<file path="config.mk">
export PLATFORM = sky130hd
export DESIGN_NAME = pe_accum64
export DESIGN_NICKNAME = d
export VERILOG_FILES = /design/src/rtl/pe_accum64.sv
export SDC_FILE = /design/constraint.sdc
export NUM_CORES = 1
export LEC_CHECK = 0
export CAP_MARGIN = 15
export CELL_PAD_IN_SITES_DETAIL_PLACEMENT = 1
export CELL_PAD_IN_SITES_GLOBAL_PLACEMENT = 2
export CORE_ASPECT_RATIO = 0.9
export CORE_MARGIN = 4
export CORE_UTILIZATION = 33
export CTS_BUF_LIST = sky130_fd_sc_hd__clkbuf_16
export CTS_CLUSTER_SIZE = 20
export DETAILED_ROUTE_END_ITERATION = 8
export PLACE_DENSITY_LB_ADDON = 0.1
export SYNTH_ARGS = -nofsm -noshare
export SYNTH_HDL_FRONTEND = slang
export SYNTH_SLANG_ARGS = --single-unit
</file>
<file path="constraint.sdc">
create_clock -name clk -period 8.8 [get_ports clk]
set_input_delay 2.64 -clock clk [delete_from_list [all_inputs] [get_ports clk]]
set_output_delay 2.64 -clock clk [all_outputs]
set_load 0.02 [all_outputs]
</file>
<file path="src/rtl/pe_accum64.sv">
// Streaming signed burst accumulator: sums LEN sign-extended operands into 64 bits.
// Define PE_ACCUM_SAT_EN to saturate on signed overflow instead of wrapping.

module adder64 (
  input  logic [63:0] i_a,
  input  logic [63:0] i_b,
  input  logic        i_cin,
  output logic [63:0] o_sum,
  output logic        o_cout
);
  logic [63:0] w_g, w_p;
  logic [64:0] w_c;

  assign w_g    = i_a & i_b;
  assign w_p    = i_a ^ i_b;
  assign w_c[0] = i_cin;

  // 4-bit lookahead groups; group carries ripple between groups
  for (genvar k = 0; k < 16; k++) begin : g_grp
    localparam int B = 4 * k;
    assign w_c[B+1] = w_g[B] | (w_p[B] & w_c[B]);
    assign w_c[B+2] = w_g[B+1] | (w_p[B+1] & w_g[B]) | (w_p[B+1] & w_p[B] & w_c[B]);
    assign w_c[B+3] = w_g[B+2] | (w_p[B+2] & w_g[B+1]) | (w_p[B+2] & w_p[B+1] & w_g[B])
                    | (w_p[B+2] & w_p[B+1] & w_p[B] & w_c[B]);
    assign w_c[B+4] = w_g[B+3] | (w_p[B+3] & w_g[B+2]) | (w_p[B+3] & w_p[B+2] & w_g[B+1])
                    | (w_p[B+3] & w_p[B+2] & w_p[B+1] & w_g[B])
                    | (w_p[B+3] & w_p[B+2] & w_p[B+1] & w_p[B] & w_c[B]);
  end

  assign o_sum  = w_p ^ w_c[63:0];
  assign o_cout = w_c[64];
endmodule

module pe_accum64 #(
  parameter int DATA_W = 32,
  parameter int CNT_W  = 8
) (
  input  logic              clk,
  input  logic              rst,
  input  logic              start,
  input  logic [CNT_W-1:0]  len,
  input  logic              in_valid,
  input  logic [DATA_W-1:0] in_data,
  output logic              in_ready,
  output logic              out_valid,
  output logic [63:0]       out_sum,
  output logic              out_ovf,
  input  logic              out_ready,
  output logic              busy
);
  typedef enum logic [1:0] {
    S_IDLE  = 2'd0,
    S_ACCUM = 2'd1,
    S_DONE  = 2'd2
  } state_t;

  state_t           r_state, w_next;
  logic [63:0]      r_acc;
  logic [CNT_W-1:0] r_cnt;
  logic             r_ovf;

  logic [63:0] w_ext, w_sum, w_acc_nxt;
  logic        w_cout_unused, w_beat, w_ovf_beat;

  if (DATA_W < 64) begin : g_sext
    assign w_ext = {{(64-DATA_W){in_data[DATA_W-1]}}, in_data};
  end else begin : g_noext
    assign w_ext = in_data[63:0];
  end

  adder64 u_add (
    .i_a   (r_acc),
    .i_b   (w_ext),
    .i_cin (1'b0),
    .o_sum (w_sum),
    .o_cout(w_cout_unused)
  );

  assign w_beat     = (r_state == S_ACCUM) && in_valid;
  // same-sign operands producing a different-sign result
  assign w_ovf_beat = (r_acc[63] == w_ext[63]) && (w_sum[63] != r_acc[63]);

`ifdef PE_ACCUM_SAT_EN
  assign w_acc_nxt = !w_ovf_beat ? w_sum :
                     (r_acc[63] ? 64'h8000_0000_0000_0000 : 64'h7FFF_FFFF_FFFF_FFFF);
`else
  assign w_acc_nxt = w_sum;
`endif

  always_comb begin
    w_next    = r_state;
    in_ready  = 1'b0;
    out_valid = 1'b0;
    case (r_state)
      S_IDLE:  if (start) w_next = (len == '0) ? S_DONE : S_ACCUM;
      S_ACCUM: begin
        in_ready = 1'b1;
        if (in_valid && r_cnt == CNT_W'(1)) w_next = S_DONE;
      end
      S_DONE: begin
        out_valid = 1'b1;
        if (out_ready) w_next = S_IDLE;
      end
      default: w_next = S_IDLE;
    endcase
  end

  always_ff @(posedge clk) begin
    if (rst) begin
      r_state <= S_IDLE;
      r_acc   <= '0;
      r_cnt   <= '0;
      r_ovf   <= 1'b0;
    end else begin
      r_state <= w_next;
      if (r_state == S_IDLE && start) begin
        r_acc <= '0;
        r_ovf <= 1'b0;
        r_cnt <= len;
      end else if (w_beat) begin
        r_acc <= w_acc_nxt;
        r_cnt <= r_cnt - CNT_W'(1);
        r_ovf <= r_ovf | w_ovf_beat;
      end
    end
  end

  assign out_sum = r_acc;
  assign out_ovf = r_ovf;
  assign busy    = (r_state != S_IDLE);
endmodule
</file>
==> reports/results.tsv <==
metric	value	unit
hp-start	out_sum[7]	
place_ws	2.624	ns
crit-reg2reg-launch	out_sum[17]	
post_cts_resized	0	
hold_path_class	reg2reg	
seqPwrFrac	34.9	%
grt_first_pass_wirelength	27.51	mm
period_minus_slack	5.762	ns
dieArea	18520	um2
ys_seq_area_share	27.73	%
place.gp.congestion	0.8000	
synth_edf_count	0	
yosysWarnings	0	
via_per_inst	5.364	
row_count	44	
register_area	1501	um2
end_kind	register	
start_util	33.56	%
tns	0	ns
area_delta_synth_final	30.41	%
die_x	143.0	um
p_sw	0.3589	mW
ant_nets	0	
clock_skew	0.008084	ns
clock-root-buffer	clkbuf_16	
drive_gt1_share	4.724	%
peakVddDrop	91.64	uV
r2r_slack	5.45	ns
power.leakage	2.939	nW
dpl_cell_area	6750	um2
power.internal	0.7457	mW
die_h	129.5	um
min_period_over_period	65.48	%
synth_ff_type	dfxtp_1	
ys_ff_latch	75	
cts_buffers	9	
ios	113	
setup_slack	3.038	ns
hold_path_end	out_sum[7]	
fillers	1918	
diodes	0	
grt_antenna_before_repair	0	
route.detailed.drc	0	
first_global_vias	5526	
maxSlewViolCount	0	
final_cell_mix	111 x clkdlybuf4s50_1, 92 x nand2_1, 80 x a21oi_1	
cts_num_sinks	75	
synth_fp_nets	777	
setup_violations	0	
worstSetupStartpointType	input port	
synth_area	5414	um2
port_buffers	112	
combPwrFrac	29.2	%
drt-pass1-iter-count	4	
insertion_delay	0.35	ns
yosys.area.top_type_share	27.73	%
power.share.switching	32.49	%
num_vias	5198	
coreArea	16130	um2
crit_required	8.99	ns
yosys.area.top_type	dfxtp_1	
synth_cells	651	
critical_path.max_fanout	28	
cts_tree	built	
r2r_cells	12	
worstPathArrival	5.96	ns
synthTopCellsByArea	dfxtp_1 28%, ha_1 15%, a21oi_1 7.4%	
grt_usage	18.38	%
worst_pin_slew	0.9592	ns
reg2reg_to	out_sum[56]	
wl_per_cell	17.15	um
yosys.cell_types.count	56	
slew_headroom	35.82	%
hold_depth	2	
fmax	173.6	MHz
gr-total-overflow	0	
avgSynthCellArea	8.316	um2
async_reset_ff_share	0	%
run_status	finished clean	
clockPowerShare	35.9	%
power.density	156.5	nW/um2
cts_hold_buf	0	
finalInstanceArea	7061	um2
final_common_cell	clkdlybuf4s50_1	
maxCapViolCount	0	
multiInputGateArea	3787	um2
cts-htree-levels	3	
post_cts_buffers	0	
drt_wl_total	16.62	mm
rsz0062_at_grt	false	
drt_iter0_markers	173	
nNetsFinal	883	
critical_path_class	in2reg	
grt_max_degree	72	
path_clk_slew	0.06	ns
hpwl	12.04	mm
hold_viol	0	
clockBufferDepth	2	
## how the worst max path moves through the flow
stage | depth (start not counted) | startpoint | end | slack (ns)
finish | 13 | in_data[31] | out_ovf | 3.04
global route | 13 | in_data[31] | out_ovf | 2.51
CTS | 13 | in_data[31] | out_ovf | 2.99
detailed placement | 13 | in_data[31] | out_ovf | 2.62
global placement | 13 | in_data[1] | out_sum[57] | 2.73
floorplan | 12 | in_data[29] | out_sum[57] | 3.57
## cell families (layout without fill, tap and decap cells)
logic type	Yosys count	in the layout	share of synthesized area, %
AO/OA/AOI/OAI	198	198	23.43
XOR/XNOR	37	37	5.986
adder cells (fa/ha/maj)	81	81	20.94
buffers and inverters	35	146	2.427
flip-flops	75	75	27.73
multiplexers	2	2	0.3698
AND/OR/NAND/NOR	223	223	19.11
## cell type report
type | count | share of cell area, %
Clock buffer | 9 | 3.190
Clock inverter | 7 | 1.205
Inverter | 13 | 0.6911
Multi-Input combinational cell | 541 | 53.64
Sequential cell | 75 | 21.27
Tap cell | 207 | 3.668
Timing Repair Buffer | 117 | 16.34
## critical path, cell delays in order
cell and delay [ns]:
buf_2 0.50, buf_4 0.41, ha_1 0.34, a21oi_1 0.25
o21ai_0 0.16, a22oi_1 0.26, nand3_1 0.13, a2111oi_0 0.35
nor2_1 0.15, a41oi_1 0.39, nand2b_1 0.12, mux2i_1 0.16
o21ai_0 0.08
## power by group through the flow
stage          Clock (mW)  Sequential, mW  Combinational (mW)
2_1_floorplan           0           0.407               0.186
3_3_place_gp            0           0.392               0.316
3_5_place_dp            0           0.393               0.324
4_1_cts             0.412           0.386               0.327
5_1_grt             0.424           0.389               0.360
6_report            0.397           0.385               0.322
## per-layer routing
metal,up-vias,part of all wire (%),global-route usage (%)
li1,2585,-,-
met1,2517,47,23.85
met2,82,49,31.60
met3,14,3.8,3.542
met4,0,0.93,4.416
met5,-,0,0
## synth_stat cells, types with 4 or more instances
cell / count
o211ai_1: 4
buf_1: 8
a41oi_1: 5
nand2b_1: 4
xor2_1: 10
clkbuf_1: 14
nand3_1: 23
a31o_2: 4
dfxtp_1: 75
a21o_1: 25
and2_1: 5
nor4_1: 7
ha_1: 65
a21oi_1: 80
inv_1: 12
nand2_1: 93
a211oi_1: 19
nor3_1: 5
nor2_1: 49
o21ai_1: 5
xnor2_1: 27
nand4_1: 12
fa_1: 16
nor2b_1: 7
o21ai_0: 25
## per-stage QoR
stage	util [%]	power, mW	hold slack, ns	std cells
2_1_floorplan	-	0.5930	0.4663	651
3_3_place_gp	41.85	0.7075	0.4576	953
3_5_place_dp	41.85	0.7171	0.4678	953
4_1_cts	43.77	1.125	0.4836	969
5_1_grt	43.77	1.174	0.4998	969
6_report	43.77	1.105	0.4790	969
## state kept, by name (all words and copies together) (netlist names)
register	cells
out_sum	64
r_cnt	8
r_state	2
out_ovf	1
Note: power is estimated with default switching activity, not from simulation.
